$ cat config.mk
export PLATFORM = sky130hd
export DESIGN_NAME = rr_decoder_arbiter_flat
export DESIGN_NICKNAME = d
export VERILOG_FILES = /design/src/rtl/rr_decoder_arbiter_if.sv /design/src/rtl/rr_decoder_arbiter.sv /design/src/flat_wrapper.sv
export SDC_FILE = /design/constraint.sdc
export NUM_CORES = 1
export LEC_CHECK = 0
export CORE_ASPECT_RATIO = 1.5
export CORE_UTILIZATION = 42
export CTS_CLUSTER_SIZE = 16
export DETAILED_ROUTE_END_ITERATION = 6
export HOLD_SLACK_MARGIN = 0.15
export SYNTH_ARGS = -nofsm -noshare
export SYNTH_HDL_FRONTEND = slang
export SYNTH_SLANG_ARGS = --single-unit
$ cat constraint.sdc
create_clock -name clk -period 4.26 [get_ports clk]
set_clock_uncertainty 0.2 [all_clocks]
set_input_delay 1.278 -clock clk [delete_from_list [all_inputs] [get_ports clk]]
set_output_delay 1.278 -clock clk [all_outputs]
set_load 0.01 [all_outputs]
$ cat src/rtl/rr_decoder_arbiter_if.sv
// Handshake bundle between the eight requesters and rr_decoder_arbiter.
// master: arbiter side (drives grants); slave: requester side.
interface rr_decoder_arbiter_if;
  logic [7:0] req;
  logic       done;
  logic [7:0] grant;
  logic [2:0] grant_idx;
  logic       grant_valid;
  logic       timeout;

  modport master (
    input  req,
    input  done,
    output grant,
    output grant_idx,
    output grant_valid,
    output timeout
  );

  modport slave (
    output req,
    output done,
    input  grant,
    input  grant_idx,
    input  grant_valid,
    input  timeout
  );
endinterface

$ cat src/rtl/rr_decoder_arbiter.sv
// Round-robin arbiter for 8 requesters driving a 3-to-8 decoded one-hot grant.
// Optional forced release after HOLD_MAX grant cycles when ARB_TIMEOUT_EN is defined.
module rr_decoder_arbiter #(
  parameter int unsigned HOLD_MAX = 15
) (
  input  logic                 clk,
  input  logic                 rst,
  rr_decoder_arbiter_if.master bus
);

  typedef enum logic {IDLE, GRANT} state_t;

  localparam logic [7:0] HOLD_LAST = 8'(HOLD_MAX - 1);

  state_t     state, state_nx;
  logic [2:0] ptr, ptr_nx;
  logic [2:0] idx, idx_nx;
  logic [7:0] grant_r, grant_nx;
  logic       timeout_r, timeout_nx;
  logic [2:0] pick, cand;
  logic       found;
  logic       hold_expired;
  logic       release_now;

`ifdef ARB_TIMEOUT_EN
  logic [7:0] hold_cnt;

  // Counter is zero whenever IDLE, so it starts at 0 on entry to GRANT.
  always_ff @(posedge clk or posedge rst) begin
    if (rst)                hold_cnt <= '0;
    else if (state == IDLE) hold_cnt <= '0;
    else                    hold_cnt <= hold_cnt + 8'd1;
  end

  assign hold_expired = (state == GRANT) && (hold_cnt == HOLD_LAST);
`else
  logic unused_hold;
  assign unused_hold  = ^HOLD_LAST;
  assign hold_expired = 1'b0;
`endif

  // First set request searching upward from ptr, wrapping 7 -> 0.
  always_comb begin
    pick  = '0;
    cand  = '0;
    found = 1'b0;
    for (int unsigned i = 0; i < 8; i++) begin
      cand = ptr + 3'(i);
      if (!found && bus.req[cand]) begin
        pick  = cand;
        found = 1'b1;
      end
    end
  end

  always_comb begin
    state_nx    = state;
    ptr_nx      = ptr;
    idx_nx      = idx;
    grant_nx    = grant_r;
    timeout_nx  = 1'b0;
    release_now = 1'b0;
    case (state)
      IDLE: begin
        grant_nx = '0;
        if (found) begin
          idx_nx   = pick;
          grant_nx = 8'b1 << pick;
          state_nx = GRANT;
        end
      end
      GRANT: begin
        release_now = bus.done || !bus.req[idx] || hold_expired;
        if (release_now) begin
          grant_nx   = '0;
          ptr_nx     = idx + 3'd1;
          state_nx   = IDLE;
          timeout_nx = hold_expired && !bus.done;
        end
      end
      default: begin
        state_nx = IDLE;
        grant_nx = '0;
      end
    endcase
  end

  always_ff @(posedge clk or posedge rst) begin
    if (rst) begin
      state     <= IDLE;
      ptr       <= '0;
      idx       <= '0;
      grant_r   <= '0;
      timeout_r <= 1'b0;
    end else begin
      state     <= state_nx;
      ptr       <= ptr_nx;
      idx       <= idx_nx;
      grant_r   <= grant_nx;
      timeout_r <= timeout_nx;
    end
  end

  assign bus.grant       = grant_r;
  assign bus.grant_idx   = idx;
  assign bus.grant_valid = |grant_r;
  assign bus.timeout     = timeout_r;

endmodule

$ cat src/flat_wrapper.sv
// flat-port wrapper written by rule: the top's interface ports become plain ports
module rr_decoder_arbiter_flat 
#(
  parameter int unsigned HOLD_MAX = 15
)
  (clk, rst, bus_req, bus_done, bus_grant, bus_grant_idx, bus_grant_valid, bus_timeout);
  rr_decoder_arbiter_if bus_i ();
  input  logic clk;
  input  logic rst;
  input wire logic [$bits(bus_i.req)-1:0] bus_req;
  input wire logic [$bits(bus_i.done)-1:0] bus_done;
  output wire logic [$bits(bus_i.grant)-1:0] bus_grant;
  output wire logic [$bits(bus_i.grant_idx)-1:0] bus_grant_idx;
  output wire logic [$bits(bus_i.grant_valid)-1:0] bus_grant_valid;
  output wire logic [$bits(bus_i.timeout)-1:0] bus_timeout;
  assign bus_i.req = bus_req;
  assign bus_i.done = bus_done;
  assign bus_grant = bus_i.grant;
  assign bus_grant_idx = bus_i.grant_idx;
  assign bus_grant_valid = bus_i.grant_valid;
  assign bus_timeout = bus_i.timeout;
  rr_decoder_arbiter #(.HOLD_MAX(HOLD_MAX)) u_core (.clk(clk), .rst(rst), .bus(bus_i));
endmodule
==> results of run 1 <==
-- worst min-delay path: cells and delay by family, from the launching register on --
kind,cells,cell delay [ns]
flip-flops,1,0.37
AO/OA/AOI/OAI,1,0.07
AND/OR/NAND/NOR,1,0.05
-- Yosys cell counts, drive strengths merged, types with 6 or more instances --
library cell / instances
o21ai: 11
mux2: 13
dfrtp: 15
buf: 10
inv: 7
mux4: 16
nand2: 15
nor2: 7
nor2b: 6
mux2i: 13
-- worst min path at each step --
| stage | start | end | slack (ns) |
|---|---|---|---|
| floorplan | u_core.bus.grant[4] | u_core.bus.grant[4] | 0.34 |
| global placement | u_core.bus.grant[5] | u_core.bus.grant[5] | 0.30 |
| detailed placement | u_core.bus.grant[5] | u_core.bus.grant[5] | 0.31 |
| CTS | u_core.bus.grant[5] | u_core.bus.grant[5] | 0.33 |
| global route | u_core.bus.grant[5] | u_core.bus.grant[5] | 0.37 |
| finish | u_core.bus.grant[7] | u_core.bus.grant[7] | 0.33 |
-- state kept, by name, summed over array words and instances (netlist names) --
signal,cells
u_core.state,1
u_core.ptr,3
u_core.bus.grant,8
u_core.bus.grant_idx,3
-- where the power goes --
part           leakage, nW  internal [mW]  switching, mW  total [mW]
combinational        0.696          0.863          0.884        1.75
sequential           0.191          0.192         0.0673       0.259
clock               0.0255         0.0648         0.0509       0.116
-- final cells by class --
type                       instances  area share
clock buffer                       3     0.01802
timing repair buffer              41      0.1584
tap                               46     0.02512
multi-input combinational        145      0.6210
inverter                           7     0.01147
sequential                        15      0.1638
clock inverter                     1    0.002185
-- cells by family (layout without fill, tap and decap cells) --
logic type,count (synthesis),in the layout,synth area share
muxes,42,42,0.3429
other,1,1,0.001958
and+or+nand+nor,49,49,0.1398
adders and majority gates,3,3,0.01960
xor gates and xnor gates,4,4,0.01829
DFF,15,15,0.1960
buffers and inverters,22,52,0.06140
AOI/OAI and AO/OA,46,46,0.2201
-- through the flow --
step	power [mW]	util
floorplan	1.574	-
global placement	1.971	0.5198
detailed placement	1.997	0.5198
CTS	2.124	0.5306
global route	2.277	0.5306
finish	2.122	0.5306
-- per-layer routing --
metal  global-route usage  part of all wire  vias up
met5                    0                 0        -
met4               0.1397             0.054        0
met3              0.01079             0.032       19
met2               0.3947              0.52       55
met1               0.2793              0.39      864
li1                     -                 -      777
==> summary.md, run 1 <==
| Metric | Value |
|---|---|
| Max-cap viol count | `0` |
| Routed via count | `1,715` |
| Min cycle time layout | `4.002 ns` |
| Syn Std Cell Area | `1916 sq um` |
| Routed length per instance | `20.09 um` |
| First-pass GRT wire length | `8.645 mm` |
| Initial antenna violation count | `0` |
| Yosys reg bits | `15` |
| Hold Crit Class | `reg2reg` |
| Top FF cell, synth | `dfrtp_1` |
| Sequential Area | `375.4 sq um` |
| Top cell type's share of synthesized area | `0.1960` |
| DR vias/cell | `6.647` |
| Crit end category | `flop` |
| Slew HR | `0.4034` |
| Final Cell Area | `2291 sq um` |
| Origin of the critical flop-to-flop path | `u_core.ptr[1]` |
| Final setup viols | `0` |
| Layout fillers | `399` |
| Measured slew at the worst slew-check pin | `0.8880 ns` |
| Place WS | `0.009110 ns` |
| ANT nets after route | `0` |
| Leak Pwr | `0.9121 nW` |
| Worst Path Arrival | `3.94 ns` |
| Antenna Cells | `0` |
| Detailed Route Iter0 Violations | `80` |
| Max clock buf depth | `2` |
| Critical R2R Capture | `u_core.bus.grant[1]` |
| Die Ht | `84.71 um` |
| Starting Density | `0.4436` |
| RSZ-0062 raised after global routing | `false` |
| Placed cells | `254` |
| CP top delay family | `buffers and inverters` |
| CP Class | `in2reg` |
| Drt pass-1 iters | `6` |
| CTS Hold Buffers Added | `0` |
| IO Pins | `24` |
| Fin. max-slew vios | `0` |
| WP depth | `8` |
| Most frequent cells in the layout | `clkdlybuf4s50_1 (22), buf_4 (19), mux4_2 (16), dfrtp_1 (15), nand2_1 (14)` |
| Clk pin slew, worst setup/hold paths | `0.06 ns` |
| Worst reg2reg path depth | `9` |
| Critical Path Max Stage Delay | `0.74 ns` |
| Hold WS | `0.3290 ns` |
| Layout cells sized above 1 | `0.3113` |
| Distinct cells, synth | `56` |
| CTS Sinks | `15` |
| CTS tree | `built` |
| Die Width | `57.14 um` |
| Syn Inst Count | `182` |
| Sequential area share after synthesis | `0.1960` |
| CTS Buf Count | `3` |
| Largest net degree at the start of global routing | `29` |
| Crit path from | `bus_req[5]` |
| Commonest non-fill, non-tap cell in the layout | `clkdlybuf4s50_1` |
| Vias in the first global route | `1,743` |
| Peak VDD IR | `0.4730 mV` |
| Synth Warn # | `0` |
| Syn nets | `196` |
| Setup bufs post-CTS | `0` |
| CTS H-tree lvls | `1` |
| Mean Syn Cell Area | `10.53 sq um` |
| Gr usage total | `0.2300` |
| Worst-Skew Late Latency | `0.25 ns` |
| Placement Cell Area | `2245 sq um` |
| WHS Path Cells | `2` |
| Final #Nets | `227` |
| Multi-input logic area | `1423 sq um` |
| Crit path to | `u_core.bus.grant[1]` |
| WP buf/inv | `2` |
| Post-CTS sizing | `0` |
| Fin crit share | `0.9395` |
| Worst-path maximum fanout | `12` |
| Layout area overhead | `19.60%` |
| Worst path slowest cell | `clkdlybuf4s50_1` |
| Gr ovfl total | `0` |
| Reg2Reg Setup Slack | `0.76 ns` |
| Area contributors post-synth | `dfrtp_1 (20%), mux4_2 (19%), mux2_2 (6.5%), mux2i_1 (6.3%), nand2_1 (2.7%)` |
| Fmax | `0.2499 GHz` |
| Setup TNS | `0 ns` |
| Cell Count, Final, Fillers Out | `258` |
| Outcome | `finished, violations left` |
| Pwr dens | `926.2 nW/um^2` |
| Critical path launch point type | `input pin` |
| DRC viols | `2` |
| Hold Fails Final Rpt | `0` |
| Final HPWL DP | `4.052 mm` |
| # rows | `29` |
| Port Buf Inserts | `22` |
| Post-synth EDFFs | `0` |
| Async SR Flop Fraction | `1.000` |
| Gpl congestion | `0.9424` |
| Clock root buffer | `clkbuf_8` |
| Worst EP required | `4.20 ns` |
| Yosys top cell by area | `dfrtp_1` |
| Final setup margin | `0.2579 ns` |
| Failing checks | `design-rule violations` |
| Core Footprint | `4318 sq um` |
| Crit-path cells | `clkdlybuf4s50_1 -> mux2i_1 -> mux4_2 -> nor2b_1 -> buf_4 -> o311a_4 -> o221a_4 -> a22o_1` |
| Drt total wl | `5.184 mm` |
| Die Area | `4840 sq um` |
No activity file was read; power rests on OpenSTA's default activity.
==> run 2: changes to the inputs <==
--- a/config.mk
+++ b/config.mk
@@ -7,2 +7,4 @@
 export LEC_CHECK = 0
+export CELL_PAD_IN_SITES_DETAIL_PLACEMENT = 1
+export CELL_PAD_IN_SITES_GLOBAL_PLACEMENT = 1
 export CORE_ASPECT_RATIO = 1.5
@@ -12,2 +14,3 @@
 export HOLD_SLACK_MARGIN = 0.15
+export PLACE_DENSITY_LB_ADDON = 0.1
 export SYNTH_ARGS = -nofsm -noshare
--- a/constraint.sdc
+++ b/constraint.sdc
@@ -4,2 +4,2 @@
 set_output_delay 1.278 -clock clk [all_outputs]
-set_load 0.01 [all_outputs]
+set_load 0.1 [all_outputs]
==> summary.md, run 2 (synthesis results as in run 1) <==
| Metric | Value |
|---|---|
| Outcome | `finished, violations left (unchanged)` |
| Failing checks | `design-rule violations (unchanged)` |
| CTS Hold Buffers Added | `0 (unchanged)` |
| Die Area | `4840 sq um (unchanged)` |
| Clk pin slew, worst setup/hold paths | `0.06 ns (about the same)` |
| Commonest non-fill, non-tap cell in the layout | `buf_4 (was clkdlybuf4s50_1)` |
| Cell Count, Final, Fillers Out | `264 (was 258)` |
| Crit path from | `bus_req[4] (was bus_req[5])` |
| Max-cap viol count | `0 (unchanged)` |
| CTS Buf Count | `3 (unchanged)` |
| Place WS | `0.01718 ns (was 0.009110 ns)` |
| Final HPWL DP | `4.888 mm (was 4.052 mm)` |
| Clock root buffer | `clkbuf_8 (unchanged)` |
| # rows | `29 (unchanged)` |
| Post-CTS sizing | `0 (unchanged)` |
| CTS H-tree lvls | `1 (unchanged)` |
| Gpl congestion | `0.8284 (was 0.9424)` |
| Fin. max-slew vios | `0 (unchanged)` |
| Placement Cell Area | `2282 sq um (was 2245 sq um)` |
| Measured slew at the worst slew-check pin | `1.007 ns (was 0.8880 ns)` |
| Most frequent cells in the layout | `buf_4 (28), clkdlybuf4s50_1 (19), mux4_2 (16), dfrtp_1 (15), nand2_1 (14) (was clkdlybuf4s50_1 (22), buf_4 (19), mux4_2 (16), dfrtp_1 (15), nand2_1 (14))` |
| Worst Path Arrival | `3.96 ns (was 3.94 ns)` |
| Fin crit share | `0.9448 (was 0.9395)` |
| DRC viols | `4 (was 2)` |
| Routed length per instance | `23.49 um (was 20.09 um)` |
| Min-delay src | `u_core.bus.grant[6] (was u_core.bus.grant[7])` |
| Final #Nets | `233 (was 227)` |
| Die Ht | `84.71 um (unchanged)` |
| Hold Crit Class | `reg2reg (unchanged)` |
| Layout fillers | `492 (was 399)` |
| Die Width | `57.14 um (unchanged)` |
| IO Pins | `24 (unchanged)` |
| Routed via count | `1,744 (was 1,715)` |
| Setup bufs post-CTS | `0 (unchanged)` |
| Gr usage total | `0.2768 (was 0.2300)` |
| Core Footprint | `4318 sq um (unchanged)` |
| Crit end category | `flop (unchanged)` |
| Port Buf Inserts | `22 (unchanged)` |
| Worst EP required | `4.19 ns (was 4.20 ns)` |
| Worst-path maximum fanout | `10 (was 12)` |
| Gr ovfl total | `0 (unchanged)` |
| ANT nets after route | `0 (unchanged)` |
| CP Class | `in2reg (unchanged)` |
| Largest net degree at the start of global routing | `29 (unchanged)` |
| Slew HR | `0.3235 (was 0.4034)` |
| Max clock buf depth | `2 (unchanged)` |
| Final Cell Area | `2328 sq um (was 2291 sq um)` |
| Placed cells | `260 (was 254)` |
| Origin of the critical flop-to-flop path | `u_core.ptr[1] (unchanged)` |
| Detailed Route Iter0 Violations | `62 (was 80)` |
| Worst-Skew Late Latency | `0.25 ns (about the same)` |
| Setup TNS | `0 ns (unchanged)` |
| Vias in the first global route | `2,028 (was 1,743)` |
| DR vias/cell | `6.606 (was 6.647)` |
| Critical path launch point type | `input pin (unchanged)` |
| CTS Sinks | `15 (unchanged)` |
| Layout area overhead | `21.55% (was 19.60%)` |
| Drt pass-1 iters | `6 (unchanged)` |
| CTS tree | `built (unchanged)` |
| Min cycle time layout | `4.025 ns (was 4.002 ns)` |
| Starting Density | `0.4436 (unchanged)` |
| Fmax | `0.2485 GHz (was 0.2499 GHz)` |
| Final setup viols | `0 (unchanged)` |
| Initial antenna violation count | `0 (unchanged)` |
| Max reg flops | `8 (unchanged)` |
| Layout cells sized above 1 | `0.3440 (was 0.3113)` |
| Final setup margin | `0.2353 ns (was 0.2579 ns)` |
| RSZ-0062 raised after global routing | `false (unchanged)` |
| Antenna Cells | `0 (unchanged)` |
| First-pass GRT wire length | `10.14 mm (was 8.645 mm)` |
| Hold Fails Final Rpt | `0 (unchanged)` |
| Drt total wl | `6.201 mm (was 5.184 mm)` |
## run 2: cell count changes in the layout (fill, tap and decap cells not counted), sizes merged
cell / delta
clkdlybuf4s50: -3
buf: +9
## run 2: worst paths after layout
check,endpoint,slack [ns],cells past startpoint
worst max-delay path,u_core.bus.grant[1],0.24,9
worst min-delay path,u_core.bus.grant[6],0.33,2
worst max register to register,u_core.bus.grant[1],0.73,9
worst min register to register,u_core.bus.grant[6],0.33,2
max in group asynchronous,u_core.bus.grant[0],2.30,2
min in group asynchronous,u_core.ptr[0],1.18,2
## run 2: stage by stage
stage | hold WS [ns] | util
final | 0.3283 | 0.5393
after global routing | 0.3463 | 0.5393
after CTS | 0.3297 | 0.5393
after detailed placement | 0.3090 | 0.5285
after global placement | 0.3062 | 0.5285
after floorplan | 0.3581 | -
## run 2: final cells by class
cell class,count,area (sq um),share of cell area
clock buffers,3,41.29,0.01773
clock inverters,1,5.005,0.002149
inverters,7,26.28,0.01128
multi-input cells,145,1423,0.6110
flip-flops and latches,15,375.4,0.1612
well taps,46,57.56,0.02472
repair buffers,47,400.4,0.1720
## run 2: worst max-delay path, stage by stage
cell and delay (ns):
clkdlybuf4s50_1 0.63, mux4_2 0.57, a221oi_2 0.24, buf_4 0.16
a22o_4 0.15, nand2_2 0.05, o311a_4 0.38, o221a_4 0.31
a22o_1 0.19
## run 2: routing by layer
layer	global-route usage	wire length, um	part of all wire	vias up
met1	0.2880	2239	0.36	894
met5	0	0	0	-
met3	0.02773	200	0.032	18
met2	0.5209	3463	0.56	49
li1	-	-	-	783
met4	0.1596	298	0.048	0
Power of run 2 is not shown: default switching activity piles up to over one toggle a cycle in this logic, so the estimate is an artifact.
